File: config.mk
export PLATFORM = sky130hd
export DESIGN_NAME = axil_reg_slave
export DESIGN_NICKNAME = d
export VERILOG_FILES = /design/src/rtl/axil_pkg.sv /design/src/rtl/axil_reg_slave.sv
export SDC_FILE = /design/constraint.sdc
export NUM_CORES = 1
export LEC_CHECK = 0
export ABC_AREA = 1
export BUFFER_PORTS_ARGS = -buffer_cell sky130_fd_sc_hd__buf_2
export CAP_MARGIN = 20
export CORE_UTILIZATION = 40
export CTS_BUF_LIST = sky130_fd_sc_hd__clkbuf_4 sky130_fd_sc_hd__clkbuf_8 sky130_fd_sc_hd__clkbuf_16
export CTS_CLUSTER_DIAMETER = 30
export CTS_CLUSTER_SIZE = 30
export DETAILED_ROUTE_END_ITERATION = 8
export SETUP_SLACK_MARGIN = 0.05
export SYNTH_ARGS = -nofsm -noshare
export SYNTH_HDL_FRONTEND = slang
export SYNTH_SLANG_ARGS = --single-unit
File: constraint.sdc
create_clock -name s_clk -period 2.6 [get_ports s_clk]
set_input_delay 0.52 -clock s_clk [delete_from_list [all_inputs] [get_ports s_clk]]
set_output_delay 0.52 -clock s_clk [all_outputs]
set_load 0.05 [all_outputs]
File: src/rtl/axil_pkg.sv
// Shared AXI-lite response codes and channel FSM state encodings.
package axil_pkg;

    localparam logic [1:0] RESP_OKAY   = 2'b00;
    localparam logic [1:0] RESP_SLVERR = 2'b10;

    typedef enum logic [1:0] {W_IDLE, W_ADDR, W_DATA, W_RESP} w_state_t;
    typedef enum logic {R_IDLE, R_DATA} r_state_t;

endpackage

File: src/rtl/axil_reg_slave.sv
// AXI-lite responder holding REG_COUNT byte-strobed read/write registers.
// Read and write channels run as independent FSMs with registered handshake outputs.
module axil_reg_slave
    import axil_pkg::*;
#(
    parameter int unsigned           ADDR_WIDTH = 32,
    parameter int unsigned           DATA_WIDTH = 32,
    parameter int unsigned           STRB_WIDTH = DATA_WIDTH / 8,
    parameter int unsigned           REG_COUNT  = 16,
    parameter logic [ADDR_WIDTH-1:0] BASE_ADDR  = '0
) (
    input  logic                  s_clk,
    input  logic                  s_rst,
    input  logic [ADDR_WIDTH-1:0] s_axil_awaddr,
    input  logic [2:0]            s_axil_awprot,
    input  logic                  s_axil_awvalid,
    output logic                  s_axil_awready,
    input  logic [DATA_WIDTH-1:0] s_axil_wdata,
    input  logic [STRB_WIDTH-1:0] s_axil_wstrb,
    input  logic                  s_axil_wvalid,
    output logic                  s_axil_wready,
    output logic [1:0]            s_axil_bresp,
    output logic                  s_axil_bvalid,
    input  logic                  s_axil_bready,
    input  logic [ADDR_WIDTH-1:0] s_axil_araddr,
    input  logic [2:0]            s_axil_arprot,
    input  logic                  s_axil_arvalid,
    output logic                  s_axil_arready,
    output logic [DATA_WIDTH-1:0] s_axil_rdata,
    output logic [1:0]            s_axil_rresp,
    output logic                  s_axil_rvalid,
    input  logic                  s_axil_rready
);

    localparam int unsigned           IDX_W = $clog2(REG_COUNT);
    localparam int unsigned           OFF_W = $clog2(STRB_WIDTH);
    localparam logic [ADDR_WIDTH-1:0] SPAN  = ADDR_WIDTH'(REG_COUNT * STRB_WIDTH);

    // Returns {in_range, index}; addresses below BASE_ADDR wrap and fall out of range.
    function automatic logic [IDX_W:0] f_decode(input logic [ADDR_WIDTH-1:0] addr);
        logic [ADDR_WIDTH-1:0] off;
        off = addr - BASE_ADDR;
        return {off < SPAN, off[OFF_W +: IDX_W]};
    endfunction

    logic [DATA_WIDTH-1:0] r_regs [REG_COUNT];

    w_state_t              r_wstate;
    logic [ADDR_WIDTH-1:0] r_awaddr;
    logic [DATA_WIDTH-1:0] r_wdata;
    logic [STRB_WIDTH-1:0] r_wstrb;
    logic                  r_awready;
    logic                  r_wready;
    logic                  r_bvalid;
    logic [1:0]            r_bresp;

    r_state_t              r_rstate;
    logic                  r_arready;
    logic                  r_rvalid;
    logic [1:0]            r_rresp;
    logic [DATA_WIDTH-1:0] r_rdata;

    logic                  w_aw_hs;
    logic                  w_w_hs;
    logic                  w_commit;
    logic [ADDR_WIDTH-1:0] w_caddr;
    logic [DATA_WIDTH-1:0] w_cdata;
    logic [STRB_WIDTH-1:0] w_cstrb;
    logic [IDX_W:0]        w_cdec;
    logic [IDX_W:0]        w_rdec;
    logic                  w_unused;

    assign w_unused = ^{s_axil_awprot, s_axil_arprot};
    assign w_aw_hs  = s_axil_awvalid && r_awready;
    assign w_w_hs   = s_axil_wvalid && r_wready;

    // Commit source: live bus fields, or whichever half was latched in an earlier cycle.
    always_comb begin
        w_commit = 1'b0;
        w_caddr  = s_axil_awaddr;
        w_cdata  = s_axil_wdata;
        w_cstrb  = s_axil_wstrb;
        case (r_wstate)
            W_IDLE: w_commit = w_aw_hs && w_w_hs;
            W_ADDR: begin
                w_commit = w_w_hs;
                w_caddr  = r_awaddr;
            end
            W_DATA: begin
                w_commit = w_aw_hs;
                w_cdata  = r_wdata;
                w_cstrb  = r_wstrb;
            end
            default: ;
        endcase
    end

    assign w_cdec = f_decode(w_caddr);
    assign w_rdec = f_decode(s_axil_araddr);

    always_ff @(posedge s_clk or negedge s_rst) begin
        if (!s_rst) begin
            r_wstate  <= W_IDLE;
            r_awaddr  <= '0;
            r_wdata   <= '0;
            r_wstrb   <= '0;
            r_awready <= 1'b0;
            r_wready  <= 1'b0;
            r_bvalid  <= 1'b0;
            r_bresp   <= RESP_OKAY;
        end else if (w_commit) begin
            r_wstate  <= W_RESP;
            r_awready <= 1'b0;
            r_wready  <= 1'b0;
            r_bvalid  <= 1'b1;
            r_bresp   <= w_cdec[IDX_W] ? RESP_OKAY : RESP_SLVERR;
        end else begin
            case (r_wstate)
                W_IDLE: begin
                    if (w_aw_hs) begin
                        r_wstate  <= W_ADDR;
                        r_awaddr  <= s_axil_awaddr;
                        r_awready <= 1'b0;
                        r_wready  <= 1'b1;
                    end else if (w_w_hs) begin
                        r_wstate  <= W_DATA;
                        r_wdata   <= s_axil_wdata;
                        r_wstrb   <= s_axil_wstrb;
                        r_awready <= 1'b1;
                        r_wready  <= 1'b0;
                    end else begin
                        r_awready <= 1'b1;
                        r_wready  <= 1'b1;
                    end
                end
                W_RESP: begin
                    if (s_axil_bready) begin
                        r_wstate  <= W_IDLE;
                        r_bvalid  <= 1'b0;
                        r_awready <= 1'b1;
                        r_wready  <= 1'b1;
                    end
                end
                default: ;
            endcase
        end
    end

    always_ff @(posedge s_clk or negedge s_rst) begin
        if (!s_rst) begin
            for (int unsigned i = 0; i < REG_COUNT; i++) r_regs[i] <= '0;
        end else if (w_commit && w_cdec[IDX_W]) begin
            for (int unsigned b = 0; b < STRB_WIDTH; b++) begin
                if (w_cstrb[b]) r_regs[w_cdec[IDX_W-1:0]][8*b +: 8] <= w_cdata[8*b +: 8];
            end
        end
    end

    // Sampling r_regs on the AR edge yields the pre-commit value on a same-cycle write.
    always_ff @(posedge s_clk or negedge s_rst) begin
        if (!s_rst) begin
            r_rstate  <= R_IDLE;
            r_arready <= 1'b0;
            r_rvalid  <= 1'b0;
            r_rresp   <= RESP_OKAY;
            r_rdata   <= '0;
        end else begin
            case (r_rstate)
                R_IDLE: begin
                    if (s_axil_arvalid && r_arready) begin
                        r_rstate  <= R_DATA;
                        r_arready <= 1'b0;
                        r_rvalid  <= 1'b1;
                        r_rdata   <= w_rdec[IDX_W] ? r_regs[w_rdec[IDX_W-1:0]] : '0;
                        r_rresp   <= w_rdec[IDX_W] ? RESP_OKAY : RESP_SLVERR;
                    end else begin
                        r_arready <= 1'b1;
                    end
                end
                R_DATA: begin
                    if (s_axil_rready) begin
                        r_rstate  <= R_IDLE;
                        r_rvalid  <= 1'b0;
                        r_arready <= 1'b1;
                    end
                end
                default: ;
            endcase
        end
    end

    assign s_axil_awready = r_awready;
    assign s_axil_wready  = r_wready;
    assign s_axil_bvalid  = r_bvalid;
    assign s_axil_bresp   = r_bresp;
    assign s_axil_arready = r_arready;
    assign s_axil_rvalid  = r_rvalid;
    assign s_axil_rresp   = r_rresp;
    assign s_axil_rdata   = r_rdata;

endmodule

== Yosys cells after proc, flatten, opt, wreduce, memory -nomap -nowiden ==
Index checks and enable logic that the tools add are counted.
Storage, ports and cells
  output and inout port bits: 41
  word-level logic and storage cells: 117
  register bits after elaboration: 624
  input bits: 113
Operators by class
  eq/ne operators: 7
  reductions and logical operators: 17
  $lt $le $gt $ge: 5
  multiplexer cells: 54
  bitwise gates (word level): 5
Operators by type and width (number)
  $mux 512: 7
  $bwmux 512: 4
  $demux 32 s4: 4
  $mux 32: 6
  $bmux 32 s4: 1
  $lt 32x7->1 const B: 2
  $mux 24: 1
  $mux 16: 1
  $mux 1: 15
  $mux 2: 6
  $ge 5x5->1 const B: 2
  $not 4->5: 2
  $pmux 1 s2: 5
  $mux 8: 1
  $reduce_and 2->1: 4
  $logic_and 1x1->1: 6
  $reduce_and 3->1: 2
  $lt 5x1->1 const B: 1
  $eq 2x2->1 const B: 2
  $mux 4: 1
  $ne 2x2->1 const B: 2
  $ne 4x4->1 const B: 1
  $pmux 2 s2: 1
  $reduce_and 4->1: 1
  other kinds (7): 10

== Longest topological paths before layout ==
  depth in word-level cells: 18
  mapped depth: 14
  depth with buffers taken out: 12

== Least setup slack after synthesis ==
No wires, ideal clock.
  path kind: register to register
  start: register r_awready (netlist: s_axil_awready)
  end: register r_regs[376] (netlist bit)
  required time: 2483 ps
  data arrival time: 1941 ps
  clock period less this slack: 2058 ps
  path buffers: 1
  setup time: 117 ps
  cell stages (with the launch flop): 9
  setup slack: 542 ps
  path through: dfrtp_1 -> nand2_1 -> nor2_1 -> o22ai_2 -> inv_2 -> clkbuf_1 -> nand4_1 -> nand2_1 -> nand2_1
Between the ends
  cells in the longest elaborated chain, start to end: 4
Ends and longest elaborated chain
  from (decl): line axil_reg_slave.sv:52  | logic r_awready;
  from (signal assigned): line axil_reg_slave.sv:107  | r_awready <= 1'b0;
  from (signal assigned): line axil_reg_slave.sv:113  | r_awready <= 1'b0;
  from (signal assigned): line axil_reg_slave.sv:123  | r_awready <= 1'b0;
  $logic_and 1x1->1 (*): line axil_reg_slave.sv:74  | assign w_aw_hs = s_axil_awvalid && r_awready;
  $logic_and 1x1->1: line axil_reg_slave.sv:84  | W_IDLE: w_commit = w_aw_hs && w_w_hs;
  $pmux 1 s3 (*): line axil_reg_slave.sv:83  | case (r_wstate)
  $logic_and 1x1->1 (*): line axil_reg_slave.sv:152  | end else if (w_commit && w_cdec[IDX_W]) begin
  to (signal, indexed assignment): line axil_reg_slave.sv:154  | if (w_cstrb[b]) r_regs[w_cdec[IDX_W-1:0]][8*b +: 8] <= w_cdata[8*b +: 8];
  to (decl): line axil_reg_slave.sv:46  | logic [DATA_WIDTH-1:0] r_regs [REG_COUNT];
Mark *: on every way between the ends. The rest lies on a longest branch, timed or not.
A chain may end at the register's enable or synchronous reset.

== Worst setup path in the final report ==
  start: register r_wstate[1]
  end: register r_regs[259] (netlist bit)
Between the ends
  cells in the longest elaborated chain, start to end: 18
  elaborated cells on any way between the ends: 29
  classes of those cells: order compare: 3; eq/ne: 2; mux: 20; bitwise: 1; reduce/logical: 3
Ends and longest elaborated chain
  from (decl): line axil_reg_slave.sv:48  | w_state_t r_wstate;
  from (signal assigned): line axil_reg_slave.sv:103  | r_wstate <= W_IDLE;
  from (signal assigned): line axil_reg_slave.sv:112  | r_wstate <= W_RESP;
  from (signal assigned): line axil_reg_slave.sv:121  | r_wstate <= W_ADDR;
  $eq 2x1->1: line axil_reg_slave.sv:83
  $mux 32: line axil_reg_slave.sv:83
  $not 4->5 (implied by the code): line axil_reg_slave.sv:154
  $ge 5x5->1 (implied by the code) or $lt 5x1->1 (tied branches): line axil_reg_slave.sv:154
  $logic_and 1x1->1 (implied by the code): line axil_reg_slave.sv:154
  $mux 8 (implied by the code): line axil_reg_slave.sv:154
  $demux 32 s4: line axil_reg_slave.sv:154
  $bwmux 512: line axil_reg_slave.sv:154
  [2 not listed]
  $bwmux 512: line axil_reg_slave.sv:154
  $mux 512: line axil_reg_slave.sv:154
  $mux 512: line axil_reg_slave.sv:152
  $bwmux 512: line axil_reg_slave.sv:154
  $mux 512: line axil_reg_slave.sv:154
  $mux 512: line axil_reg_slave.sv:152
  $bwmux 512: line axil_reg_slave.sv:154
  $mux 512: line axil_reg_slave.sv:154
Parallel ways exist; a longest one is shown, timed or not. The select of a mux whose other input is x is not followed.

==> results.toml <==
[clock_network]
cts_resized = 0
cts.clk_slew.worst_paths_ps = 50
clock-sinks = 620
root_buffer = "clkbuf_16"
insertion_delay_ps = 730
cts_tree = "built"
cts-htree-levels = 4
cts_made_buffers = 153
cts_buffer_depth = 3

[logic_synthesis]
yosys.area_share.simple_pct = 42.38
ys_types = 35
synth_area_sq_um = 32230
synth-compound-area-share_pct = 2.613
synth_top_family_by_area = "simple AND/OR/NAND/NOR gates"
syn_avg_cell_area_sq_um = 7.612
synth_cells = 4234
synth.ff_latch_count = 620
synth-xor-area-share_pct = 0
synth_fa_ha_area_share_pct = 0
synth.yosys.seq_area_share_pct = 48.14
synthMuxAreaShare_pct = 0.5590
synth_warnings = 0

[route]
dr_wl_met2_um = 49680
first_pass_iters = 5
first_iter_violations = 3596
routed_wl_um = 111400
ant_nets = 0
drc_errors = 0
dr_total_vias = 31030
top_layer = "met4"
dr_wl_met3_um = 8901
wl_per_cell_um = 19.81
routedLengthMet1_um = 50340
vias_per_cell = 5.517

[die]
start_util_pct = 40.60
die_w_um = 285.9
core_area_sq_um = 79390
die_h_um = 285.9
ioPinCount = 154
dieArea_sq_um = 81720
rows = 103

[timing]
rsz0062_at_grt = "no"
max_freq_mhz = 416.7
worst_slew_pin_slew_ps = 681.5
max_slew_margin_pct = 54.46
tns_ps = 0
period_minus_slack_ps = 2400
fin_crit_sh_pct = 92.30
setup_viol = 0
clock_skew_ps = 26.59
drv_slew = 0
hold_violations = 0

[grt]
grt_max_degree = 84
antenna_found_initial = 0
overflow = 0
track_usage_pct = 27.29
grt_pass1_vias = 29640
grt_pass1_wl_um = 174700

[setup_path]
cp.arrival_ps = 3000
crit_path_end_kind = "flop"
crit_buf_inv = 3
critPathMaxFanout = 15
max_stage_delay_ps = 390
crit_top_cell = "nand2_1"
path_class = "reg2reg"
cp_cell_sequence = "inv_4 > nand2_4 > nand2_1 > nand2_1 > nand2_1 > inv_2 > nand2_2 > inv_2 > nand4_1 > nand2_1 > nand2_1"
critical_path.slowest_cell = "dfrtp_1"
cp-start-kind = "flop"
cp_top_family = "simple AND/OR/NAND/NOR gates"
required_ps = 3200

[cells_and_area]
layout_commonest_cell = "nand2_1"
drive_gt1_share_pct = 17.51
nNetsFinal = 4566
n_antenna_cell = 0
most-common-layout-cells = "1853 x nand2_1, 620 x dfrtp_1, 417 x nand3_1"
synthToLayoutAreaGrowth_pct = 25.87
final_area_sq_um = 40570

[placement]
gp_congestion = 0.8706
placed_cell_area_sq_um = 35100
hpwlAfterDp_um = 70880
io_buffers = 141

[job]
cap_violations = 0

[power_and_ir_drop]
p_per_area_nw_per_um2 = 981.6
leakagePower_uw = 0.02087
irDropWorstVdd_v = 0.0006862

[outcome]
outcome = "finished, final reports clean"

[min_path]
hp-class = "in2reg"
==> final cells by class <==
cell class / instances / area (sq um)
flip-flops and latches: 620 / 15510
repair buffers: 380 / 3112
multi-input cells: 3190 / 14760
clock inverters: 73 / 1044
clock buffers: 204 / 4403
inverters: 108 / 417.9
well taps: 1050 / 1314
fillers: 7625 / 38820
==> state kept, by name, summed over array words and instances, names as in the netlist <==
name	flops
r_awaddr	30
r_regs	512
r_rstate	1
r_wdata	32
r_wstate	2
r_wstrb	4
s_axil_arready	1
s_axil_awready	1
s_axil_bresp	1
s_axil_bvalid	1
s_axil_rdata	32
s_axil_rresp	1
s_axil_rvalid	1
s_axil_wready	1
==> through the flow <==
step | setup WS, ps | util [%] | total power (uW) | cells | hold slack (ps)
floorplan | 542.0 | - | 15640 | 4235 | 224.4
global placement | 208.3 | 44.21 | 19780 | 5345 | 453.0
detailed placement | 199.9 | 44.21 | 19850 | 5345 | 457.8
CTS | 217.5 | 51.08 | 39800 | 5623 | 26.59
global route | 65.15 | 51.10 | 41100 | 5625 | 45.79
finish | 200.1 | 51.10 | 39820 | 5625 | 59.15
==> per-layer routing <==
| metal | track usage, % | vias to the layer above |
|---|---|---|
| met5 | 0 | - |
| met2 | 41.19 | 1285 |
| met1 | 39.57 | 14950 |
| met3 | 4.888 | 185 |
| met4 | 8.583 | 0 |
| li1 | - | 14610 |
==> where the power goes <==
| group | switching, uW | leakage (uW) | internal [uW] | total [uW] |
|---|---|---|---|---|
| clock | 5980 | 0.00273 | 13900 | 19900 |
| combinational | 7180 | 0.00960 | 2250 | 9440 |
| sequential | 303 | 0.00853 | 10200 | 10500 |
| total | 13500 | 0.0209 | 26400 | 39800 |
==> worst paths after layout <==
check / start / slack, ps / cells after the start / to
max: r_wstate[1] / 200 / 11 / r_regs[259]
min in group asynchronous: s_rst / 390 / 2 / r_wdata[31]
min: s_axil_wstrb[0] / 60 / 2 / r_wstrb[0]
max reg2reg: r_wstate[1] / 200 / 11 / r_regs[259]
max in group asynchronous: s_rst / 1350 / 4 / r_regs[305]
min reg2reg: r_regs[285] / 470 / 2 / r_regs[285]
==> repair_timing <==
action / 4_1_cts / 5_1_grt
endpoints found under the hold margin: 43 / 0
hold buffers: 1 / 0
buffers inserted: 0 / 2
setup endpoints to repair: 0 / 5
==> cell usage after synthesis (all sizes together) <==
library cell     n  share of area [%]
o211ai          15               0.35
o21ai           70                1.1
dfrtp          620                 48
o211a            1              0.031
conb             1              0.012
a21oi           63                1.1
inv            108                1.3
nand4          448                9.3
o22ai            1              0.039
nand3          420                6.6
mux2            16               0.56
or2              3              0.058
nand3b           1              0.023
and2             3              0.058
nor3           145                2.3
nand2         1876                 22
buf            165                3.3
clkbuf         152                1.8
nor2           125                2.0
and3             1              0.019
==> cells by family after synthesis <==
logic type | after synthesis
other | 1
buffers and inverters | 425
flip-flops | 620
multiplexers | 16
AND/OR/NAND/NOR | 3022
AO/OA/AOI/OAI | 150
Power figures use the tool's default switching activity.
